[src/rtl/pipeline_pkg.sv]
// Shared pipeline types and constants: datapath widths, default reset PC
// and the {pc, inst} fetch entry carried from IF to ID.
package pipeline_pkg;

    localparam int INST_W = 32;
    localparam int ADDR_W = 32;

    localparam logic [ADDR_W-1:0] RESET_PC_DEFAULT = 32'h0000_3000;

    typedef struct packed {
        logic [ADDR_W-1:0] pc;
        logic [INST_W-1:0] inst;
    } fetch_entry_t;

    function automatic logic [ADDR_W-1:0] align_word(input logic [ADDR_W-1:0] addr);
        return {addr[ADDR_W-1:2], 2'b00};
    endfunction

endpackage

[src/rtl/ifq_fifo.sv]
// Small synchronous FIFO with combinational head read, synchronous clear,
// and push-while-full permitted when a pop happens in the same cycle.
module ifq_fifo #(
    parameter int WIDTH = 32,
    parameter int DEPTH = 4,
    localparam int AW = (DEPTH > 1) ? $clog2(DEPTH) : 1,
    localparam int CW = $clog2(DEPTH + 1)
) (
    input  logic             clk,
    input  logic             rst_n,
    input  logic             push,
    input  logic [WIDTH-1:0] din,
    input  logic             pop,
    input  logic             clear,
    output logic [WIDTH-1:0] dout,
    output logic             full,
    output logic             empty,
    output logic [CW-1:0]    count
);

    logic [WIDTH-1:0] mem [DEPTH];
    logic [AW-1:0]    rd_ptr_reg;
    logic [AW-1:0]    wr_ptr_reg;
    logic [CW-1:0]    count_reg;
    logic             push_ok;
    logic             pop_ok;

    function automatic logic [AW-1:0] ptr_inc(input logic [AW-1:0] ptr);
        return (ptr == AW'(DEPTH - 1)) ? '0 : ptr + 1'b1;
    endfunction

    assign empty   = (count_reg == '0);
    assign full    = (count_reg == CW'(DEPTH));
    assign count   = count_reg;
    assign dout    = mem[rd_ptr_reg];
    assign pop_ok  = pop & ~empty;
    assign push_ok = push & (~full | pop_ok);

    always_ff @(posedge clk or negedge rst_n) begin
        if (!rst_n) begin
            rd_ptr_reg <= '0;
            wr_ptr_reg <= '0;
            count_reg  <= '0;
        end else if (clear) begin
            rd_ptr_reg <= '0;
            wr_ptr_reg <= '0;
            count_reg  <= '0;
        end else begin
            if (push_ok) wr_ptr_reg <= ptr_inc(wr_ptr_reg);
            if (pop_ok)  rd_ptr_reg <= ptr_inc(rd_ptr_reg);
            count_reg <= count_reg + CW'(push_ok) - CW'(pop_ok);
        end
    end

    // Storage has no reset; validity is tracked entirely by the pointers.
    always_ff @(posedge clk) begin
        if (push_ok && !clear) mem[wr_ptr_reg] <= din;
    end

endmodule

[src/rtl/if_fetch_queue.sv]
// Instruction-fetch front end: sequential fetch, credit-limited imem requests,
// in-order response collection into a prefetch FIFO. Optional IFQ_PERF_EN adds perf counters.
module if_fetch_queue
    import pipeline_pkg::*;
#(
    parameter int                DEPTH     = 4,
    parameter int                MAX_OUTST = 2,
    parameter logic [ADDR_W-1:0] RESET_PC  = RESET_PC_DEFAULT
) (
    input  logic              clock,
    input  logic              reset,
    input  logic              redirect_valid,
    input  logic [ADDR_W-1:0] redirect_pc,
    output logic              imem_req_valid,
    input  logic              imem_req_ready,
    output logic [ADDR_W-1:0] imem_req_addr,
    input  logic              imem_rsp_valid,
    input  logic [INST_W-1:0] imem_rsp_data,
    output logic              out_valid,
    input  logic              out_ready,
    output logic [ADDR_W-1:0] out_pc,
    output logic [INST_W-1:0] out_inst
`ifdef IFQ_PERF_EN
    ,
    output logic [31:0]       perf_fetched,
    output logic [31:0]       perf_stall
`endif
);

    localparam int FCW = $clog2(DEPTH + 1);
    localparam int OCW = $clog2(MAX_OUTST + 1);
    localparam int TCW = $clog2(MAX_OUTST + 1);
    localparam int SW  = FCW + 1;

    logic [ADDR_W-1:0] fetch_pc_reg, fetch_pc_next;
    logic [OCW-1:0]    outstanding_reg, outstanding_next;
    logic [OCW-1:0]    drop_cnt_reg, drop_cnt_next;

    logic [FCW-1:0]    fifo_count;
    logic              fifo_empty;
    logic              fifo_full;
    logic              fifo_push;
    logic              fifo_pop;
    fetch_entry_t      fifo_din;
    fetch_entry_t      fifo_head;

    logic [ADDR_W-1:0] tag_dout;
    logic              tag_full;
    logic              tag_empty;
    logic [TCW-1:0]    tag_count;

    logic [SW-1:0]     credit;
    logic              req_fire;
    logic              rsp_take;
    logic              rsp_drop;

    // Responses arriving with nothing tracked (e.g. stale after reset) are ignored.
    assign rsp_take = imem_rsp_valid & (outstanding_reg != '0) & ~tag_empty;
    assign rsp_drop = rsp_take & (drop_cnt_reg != '0);

    // Entries already buffered plus those still coming back that will be kept.
    assign credit = SW'(fifo_count) + SW'(outstanding_reg) - SW'(drop_cnt_reg);

    assign imem_req_valid = reset & ~redirect_valid
                          & (outstanding_reg < OCW'(MAX_OUTST)) & ~tag_full
                          & (credit < SW'(DEPTH));
    assign imem_req_addr  = fetch_pc_reg;
    assign req_fire       = imem_req_valid & imem_req_ready;

    assign out_valid = ~fifo_empty & ~redirect_valid;
    assign fifo_pop  = out_valid & out_ready;
    assign fifo_push = rsp_take & ~rsp_drop & ~redirect_valid & (~fifo_full | fifo_pop);
    assign fifo_din  = '{pc: tag_dout, inst: imem_rsp_data};
    assign out_pc    = fifo_empty ? '0 : fifo_head.pc;
    assign out_inst  = fifo_empty ? '0 : fifo_head.inst;

    always_comb begin
        fetch_pc_next    = fetch_pc_reg;
        outstanding_next = outstanding_reg + OCW'(req_fire) - OCW'(rsp_take);
        drop_cnt_next    = drop_cnt_reg - OCW'(rsp_drop);
        if (redirect_valid) begin
            fetch_pc_next = align_word(redirect_pc);
            // Everything still in flight after this cycle must be discarded.
            drop_cnt_next = outstanding_reg - OCW'(rsp_take);
        end else if (req_fire) begin
            fetch_pc_next = fetch_pc_reg + 32'd4;
        end
    end

    always_ff @(posedge clock or negedge reset) begin
        if (!reset) begin
            fetch_pc_reg    <= RESET_PC;
            outstanding_reg <= '0;
            drop_cnt_reg    <= '0;
        end else begin
            fetch_pc_reg    <= fetch_pc_next;
            outstanding_reg <= outstanding_next;
            drop_cnt_reg    <= drop_cnt_next;
        end
    end

    ifq_fifo #(
        .WIDTH ($bits(fetch_entry_t)),
        .DEPTH (DEPTH)
    ) u_prefetch_fifo (
        .clk   (clock),
        .rst_n (reset),
        .push  (fifo_push),
        .din   (fifo_din),
        .pop   (fifo_pop),
        .clear (redirect_valid),
        .dout  (fifo_head),
        .full  (fifo_full),
        .empty (fifo_empty),
        .count (fifo_count)
    );

    // Tags are never flushed: dropped responses still consume their tag in order.
    ifq_fifo #(
        .WIDTH (ADDR_W),
        .DEPTH (MAX_OUTST)
    ) u_tag_queue (
        .clk   (clock),
        .rst_n (reset),
        .push  (req_fire),
        .din   (fetch_pc_reg),
        .pop   (rsp_take),
        .clear (1'b0),
        .dout  (tag_dout),
        .full  (tag_full),
        .empty (tag_empty),
        .count (tag_count)
    );

    logic unused_ok;
    assign unused_ok = &{1'b0, tag_count, redirect_pc[1:0]};

`ifdef IFQ_PERF_EN
    logic [31:0] perf_fetched_reg;
    logic [31:0] perf_stall_reg;

    always_ff @(posedge clock or negedge reset) begin
        if (!reset) begin
            perf_fetched_reg <= '0;
            perf_stall_reg   <= '0;
        end else begin
            if (fifo_pop)               perf_fetched_reg <= perf_fetched_reg + 32'd1;
            if (out_valid && !out_ready) perf_stall_reg  <= perf_stall_reg + 32'd1;
        end
    end

    assign perf_fetched = perf_fetched_reg;
    assign perf_stall   = perf_stall_reg;
`endif

endmodule

[config.mk]
export PLATFORM = sky130hd
export DESIGN_NAME = if_fetch_queue
export DESIGN_NICKNAME = d
export VERILOG_FILES = /design/src/rtl/pipeline_pkg.sv /design/src/rtl/ifq_fifo.sv /design/src/rtl/if_fetch_queue.sv
export SDC_FILE = /design/constraint.sdc
export NUM_CORES = 1
export LEC_CHECK = 0
export CAP_MARGIN = 40
export CORE_ASPECT_RATIO = 1.5
export CORE_MARGIN = 4
export CORE_UTILIZATION = 35
export CTS_BUF_LIST = sky130_fd_sc_hd__clkbuf_2
export CTS_CLUSTER_DIAMETER = 200
export DETAILED_ROUTE_END_ITERATION = 10
export PLACE_DENSITY = 0.53
export REMOVE_ABC_BUFFERS = 1
export SYNTH_ARGS = -nofsm -noshare
export SYNTH_HDL_FRONTEND = slang
export SYNTH_SLANG_ARGS = --single-unit
[constraint.sdc]
create_clock -name clock -period 4.3 [get_ports clock]
set_input_delay 1.075 -clock clock [delete_from_list [all_inputs] [get_ports clock]]
set_output_delay 1.075 -clock clock [all_outputs]
set_load 0.03 [all_outputs]
* Yosys cells after proc, flatten, opt, wreduce, memory -nomap -nowiden
Memory sizes are Yosys's and may differ from the RTL's.
Cells that the tools add are included.
** Cells by class
- Add/subtract/negate cells :: 15
- Order comparisons :: 2
- Eq/ne operators :: 4
- Multiplexer cells :: 18
- Bitwise logic cells :: 26
- Reduce and logical (&&, ||, !) cells :: 9
** Operator list (number)
- $mux W32 :: 4
- $add A32 B3 Y32 const B :: 1
- $and A1 B1 Y1 :: 17
- $mux W2 :: 7
- $reduce_bool A2 Y1 :: 5
- $sub A2 B1 Y2 :: 4
- $eq A2 B2 Y1 const B :: 3
- $mux W1 :: 6
- $not A1 Y1 :: 6
- $add A2 B1 Y2 :: 2
- $add A2 B1 Y2 const B :: 2
- $add A3 B2 Y4 :: 1
- $lt A4 B3 Y1 const B :: 1
- $sub A4 B2 Y4 :: 1
- $add A3 B1 Y3 :: 1
- $eq A3 B3 Y1 const B :: 1
- $logic_not A3 Y1 :: 1
- $mux W3 :: 1
- $or A1 B1 Y1 :: 3
- $sub A3 B1 Y3 :: 1
- $add A1 B1 Y1 const B :: 2
- $logic_not A2 Y1 :: 1
- $lt A2 B2 Y1 const B :: 1
- $logic_and A1 B1 Y1 :: 1
- $logic_not A1 Y1 :: 1
** Storage, ports and cells
- Register bits :: 47
- Bits in writable memories :: 320
- Input port bits :: 70
- Output and inout port bits :: 98
- Word-level logic and storage cells :: 85
- Memories :: 2
** Memories
- u_prefetch_fifo.mem :: depth 4, width 64, read ports 1, clocked after Yosys merged registers in 0, wr ports 1, RTL line ifq_fifo.sv:21 : logic [WIDTH-1:0] mem [DEPTH];
- u_tag_queue.mem :: depth 2, width 32, read ports 1, clocked after Yosys merged registers in 0, wr ports 1, RTL line ifq_fifo.sv:21

* Depth between registers and ports, before layout
Gate-level depths: netlist (run 1).
- Word-level depth :: 12
- Mapped depth :: 14
- Gate-level depth less buffers :: 13

* Cells and area by module
Synthesis (run 1) repeated with hierarchy kept, for this count alone.
** Second synthesis, totals
- Cell total of the unflattened synthesis :: 838
- Area, all modules :: 15006.9 µm²
** Modules (own cells, without submodules)
- ifq_fifo at u_prefetch_fifo :: instances 1, cells each 381, area each 9663.0 µm², seq. area each 7862.5 µm²
- if_fetch_queue :: instances 1, cells each 328, area each 2781.4 µm², seq. area each 853.3 µm²
- ifq_fifo at u_tag_queue :: instances 1, cells each 129, area each 2562.5 µm², seq. area each 2021.9 µm²

* Worst setup path after synthesis (run 1)
No wires, ideal clock.
- Path kind :: reg-to-reg
- Start point :: register outstanding_reg[1]
- End point :: memory u_tag_queue.mem[0][10], enable pin
- Library setup time :: 0.417 ns
- Arrival time :: 3.675 ns
- Data required time :: 3.883 ns
- Setup slack :: 0.208 ns
- Cell stages (with the launch flop) :: 11
- Buffers on the path :: 1
- Period minus slack after synthesis :: 4.092 ns
- Path through :: dfrtp_1 -> inv_1 -> fa_1 -> inv_1 -> ha_1 -> and3b_1 -> or4_4 -> buf_6 -> a21oi_4 -> inv_2 -> nor2_1
** Between the ends
- Longest elaborated chain between the ends :: 8
- Elaborated cells between the ends (all ways) :: 16
- Those cells by class :: 2 x add/sub; 2 x order compare; 2 x mux; 9 x bitwise; 1 x reduce/logical
** Ends and longest elaborated chain
- start, declared :: RTL line if_fetch_queue.sv:36 : logic [OCW-1:0] outstanding_reg, outstanding_next;
- start signal, assigned :: RTL line if_fetch_queue.sv:97 : outstanding_reg <= outstanding_next;
- $add A3 B2 Y4, or another cell as far along :: RTL line if_fetch_queue.sv:62 : assign credit = SW'(fifo_count) + SW'(outstanding_reg) - SW'(drop_cnt_reg);
- $sub A4 B2 Y4, or another cell as far along :: RTL line if_fetch_queue.sv:62
- $lt A4 B3 Y1, or another cell as far along :: RTL line if_fetch_queue.sv:66 : & (credit < SW'(DEPTH));
- $and A1 B1 Y1, on equally long branches :: RTL line if_fetch_queue.sv:66, ifq_fifo.sv:36
- $and A1 B1 Y1 / $or A1 B1 Y1 (equally long branches) :: RTL line if_fetch_queue.sv:68, ifq_fifo.sv:37
- $and A1 B1 Y1 * :: RTL line ifq_fifo.sv:37 : assign push_ok = push & (~full | pop_ok);
- $mux W1 * :: RTL line ifq_fifo.sv:57 : if (push_ok && !clear) mem[wr_ptr_reg] <= din;
- $mux W1 (not written as such) * :: RTL line ifq_fifo.sv:57
- end, declared :: RTL line ifq_fifo.sv:21
Every way passes the cells marked *; elsewhere a longest branch is shown, timed or not.

* Worst setup path after layout (run 1)
- Start point :: register outstanding_reg[1]
- End point :: output port imem_req_valid
** Between the ends
- Longest elaborated chain between the ends :: 4
- Elaborated cells between the ends (all ways) :: 7
- Those cells by class :: 2 x add/sub; 2 x order compare; 3 x bitwise
** Ends and longest elaborated chain
- $add A3 B2 Y4 / $lt A2 B2 Y1 (equally long branches) :: RTL line if_fetch_queue.sv:62, if_fetch_queue.sv:65
- $sub A4 B2 Y4 / $and A1 B1 Y1 (equally long branches) :: RTL line if_fetch_queue.sv:62, if_fetch_queue.sv:65
- $lt A4 B3 Y1 / $and A1 B1 Y1 (equally long branches) :: RTL line if_fetch_queue.sv:66, if_fetch_queue.sv:65
- $and A1 B1 Y1 * :: RTL line if_fetch_queue.sv:66
- end, declared :: RTL line if_fetch_queue.sv:14 : output logic imem_req_valid,
Marked as above.

==> impl_results.md, run 1 <==
* CTS Sinks at 353
* Wire per inst at 19.8 µm
* Synth Area in Compound Gates at 0.0385
* Uppermost layer routed: met4
* Largest family of logic cells by synthesized area: multiplexers
* Ys async rst share at 0.127
* Least-Margin Pin Slew at 664 ps
* Global Route Usage Sum at 0.150
* Core Region at 41100 µm²
* Commonest non-fill, non-tap cells in the layout: edfxtp_1, clkdlybuf4s50_1, clkbuf_2, nor2b_1, mux4_2
* Initial core utilization at 0.354
* Synthesis Warnings at 0
* Final setup viols at 0
* Ports at 168
* MaxCap Viol Count at 0
* Register-to-register path setup slack at 810 ps
* Post-route DRC at 0
* Wire length on met2 at 17.5 mm
* Final wirelength at 33.1 mm
* Critical path arrival at 3140 ps
* Largest net degree at the start of global routing at 46
* Area added between synthesis and finish at 23.7%
* P_leak at 5.97 nW
* Chip Width at 174 µm
* Setup tns final at 0 ps
* Critical path type: register to primary output
* Register area share after synthesis at 0.713
* Worst-path clk slew at 90 ps
* Worst setup SP type: register
* H-tree levels at 3
* Setup Skew at 44.5 ps
* Initial antenna violation count at 2
* Reg2reg start: outstanding_reg[1]
* Post-synthesis cell type count at 51
* Remaining global-route overflow at 0
* Iter 0 DRT Violations at 398
* Final Critical Period at 4210 ps
* Status: finished clean
* Slew Limit Fails at 0
* PnR worst setup slack at 85.1 ps
* RSZ-0062 raised after global routing: true
* Detail Placement HPWL at 21.1 mm
* Yosys top cell area share at 0.636
* Skew-Pair Late Insertion Delay at 930 ps
* Fin crit share at 0.980
* Avg Inst Size Synth at 18.0 µm²
* Number of flip-flops in the largest register at 248
* Area share of and/or/nand/nor cells after synthesis at 0.0682
* Vias in the first global route at 8915
* CTS tree: yes
* Post-synthesis mux area share at 0.124
* Vias at 7987
* Vias/cell at 4.79
* VDD IR max at 386 µV
* Remaining antenna violation count at 0
* Routability cong. at 0.740
* Area of the mapped netlist at 14500 µm²
* FF-to-FF path depth at 11
* Num rows at 91
* CTS buffer count at 85
* Top_reg_cell synth: edfxtp_1
* Required time of the critical path at 3220 ps
* CP endpoint kind: primary output
* Place WS at 557 ps
* Reg with most FFs: u_prefetch_fifo.mem
* Hold Violations, Final at 0
* Post-synth top area cell: edfxtp_1
* Hold Buf Count CTS at 0
* Full die area at 45000 µm²
* Fillers at 3716
* Crit-path max FO at 2
* XOR/XNOR share of the synthesized area at 0.0181
* Cell count after synthesis at 807
* Layout Nets at 1143
* Power Density at 546 nW/µm²
* M1 WL at 13.2 mm
* Met3 wire length at 1.58 mm
* Achievable frequency at 237 MHz
* Most common cell after layout, fill and taps aside: edfxtp_1
* IO Port Bufs at 161
* Synthesized flop and latch total at 353
* Clk root buf: clkbuf_2
* Number of flops mapped to enable cells by yosys at 308
* Max Buffers Root-to-Sink at 3
* Global-route wire length before repair at 51.7 mm
* Detailed Routing Iterations Pass 1 at 4
* Rel. slew slack at 0.558
* Die Height at 258 µm
* Synth Area in Adders at 0.0174
* Layout cells sized above 1 at 0.268
* Type of the worst min-delay path: input port to asynchronous set/reset pin
* Reg2reg end: imem_req_addr[31]
* Largest cells by area after synthesis: edfxtp_1, mux4_2, dfrtp_1, nor2b_1, mux2_2
worst max-delay path by stage:
stage                                   from                       end  slack [ps]  cells past startpoint
floorplan           u_prefetch_fifo.count[1]  u_prefetch_fifo.count[2]       -1890                     11
global placement          outstanding_reg[1]            imem_req_valid         560                      8
detailed placement        outstanding_reg[1]            imem_req_valid         560                      8
CTS                       outstanding_reg[1]            imem_req_valid        -120                      8
global route              outstanding_reg[1]            imem_req_valid        -110                      8
finish                    outstanding_reg[1]            imem_req_valid          90                      8
timing repair:
| item | 4_1_cts | 5_1_grt |
|---|---|---|
| pin swaps | 2 | 1 |
| gates resized for setup | 6 | 1 |
| setup buffers | 9 | 0 |
| setup endpoints to repair | 51 | 2 |
metrics by stage:
step,util,area (µm²),std cells,total power (W),hold WS (ps)
6_report,0.438,18000,1669,0.00982,305
3_3_place_gp,0.415,17100,1516,0.00756,465
2_1_floorplan,-,14400,768,0.00625,460
3_5_place_dp,0.415,17100,1516,0.00759,471
4_1_cts,0.437,18000,1665,0.0100,173
5_1_grt,0.438,18000,1669,0.0104,209
power by group:
group / internal (W) / switching (W)
Sequential: 0.00402 / 0.000156
Combinational: 0.00143 / 0.00191
Clock: 0.00103 / 0.00127
Total: 0.00648 / 0.00333
layout make-up:
type | instances | area [µm²] | share of cell area
antenna | 4 | 10.0 | 0.000556
clock buffer | 119 | 596 | 0.0331
clock inverter | 21 | 219 | 0.0122
inverter | 25 | 93.8 | 0.00521
multi-input combinational | 390 | 3920 | 0.218
sequential | 353 | 10400 | 0.577
tap | 558 | 698 | 0.0388
timing repair buffer | 199 | 2070 | 0.115
cells in the mapped netlist, types with 3 or more instances:
cell type / number
dfrtp_1: 43
a211oi_1: 4
o21ai_0: 15
edfxtp_1: 308
a31oi_1: 4
nand2_1: 36
xnor2_1: 27
mux2i_1: 6
xor2_1: 3
buf_4: 4
nand3_1: 13
clkbuf_1: 21
nor2_1: 14
o21ai_1: 6
and2_1: 10
buf_2: 7
ha_1: 17
nand4_1: 10
nor2b_1: 67
a2111oi_2: 13
inv_1: 24
mux4_2: 62
nor3_1: 5
mux2_2: 31
a221o_1: 4
buf_1: 8
and3_1: 6
routing by layer:
layer / track usage / vias up
met3: 0.0351 / 63
met1: 0.174 / 4010
met4: 0.0634 / 0
li1: - / 3686
met5: 0 / -
met2: 0.266 / 228
cell families after synthesis:
| family | count (synthesis) |
|---|---|
| compound gates | 61 |
| xor+xnor | 30 |
| fa+ha+maj | 19 |
| buf+inv | 67 |
| flops | 353 |
| mux | 99 |
| other cells | 1 |
| simple gates | 177 |
worst max-delay path: stages, from the launching register on:
cell     delay (ps)
dfrtp_2         380
inv_2            40
fa_1            530
inv_1            40
ha_1            270
and3b_1         190
or4_4           520
a21oi_4         160
buf_6           150
No activity file was read; power rests on OpenSTA's default activity.
==> run 2: changes to the inputs <==
CAP_MARGIN = not set   (was 40)
==> results of run 2 <==
The final DEF is identical to that of run 1; final timing and power are the same.
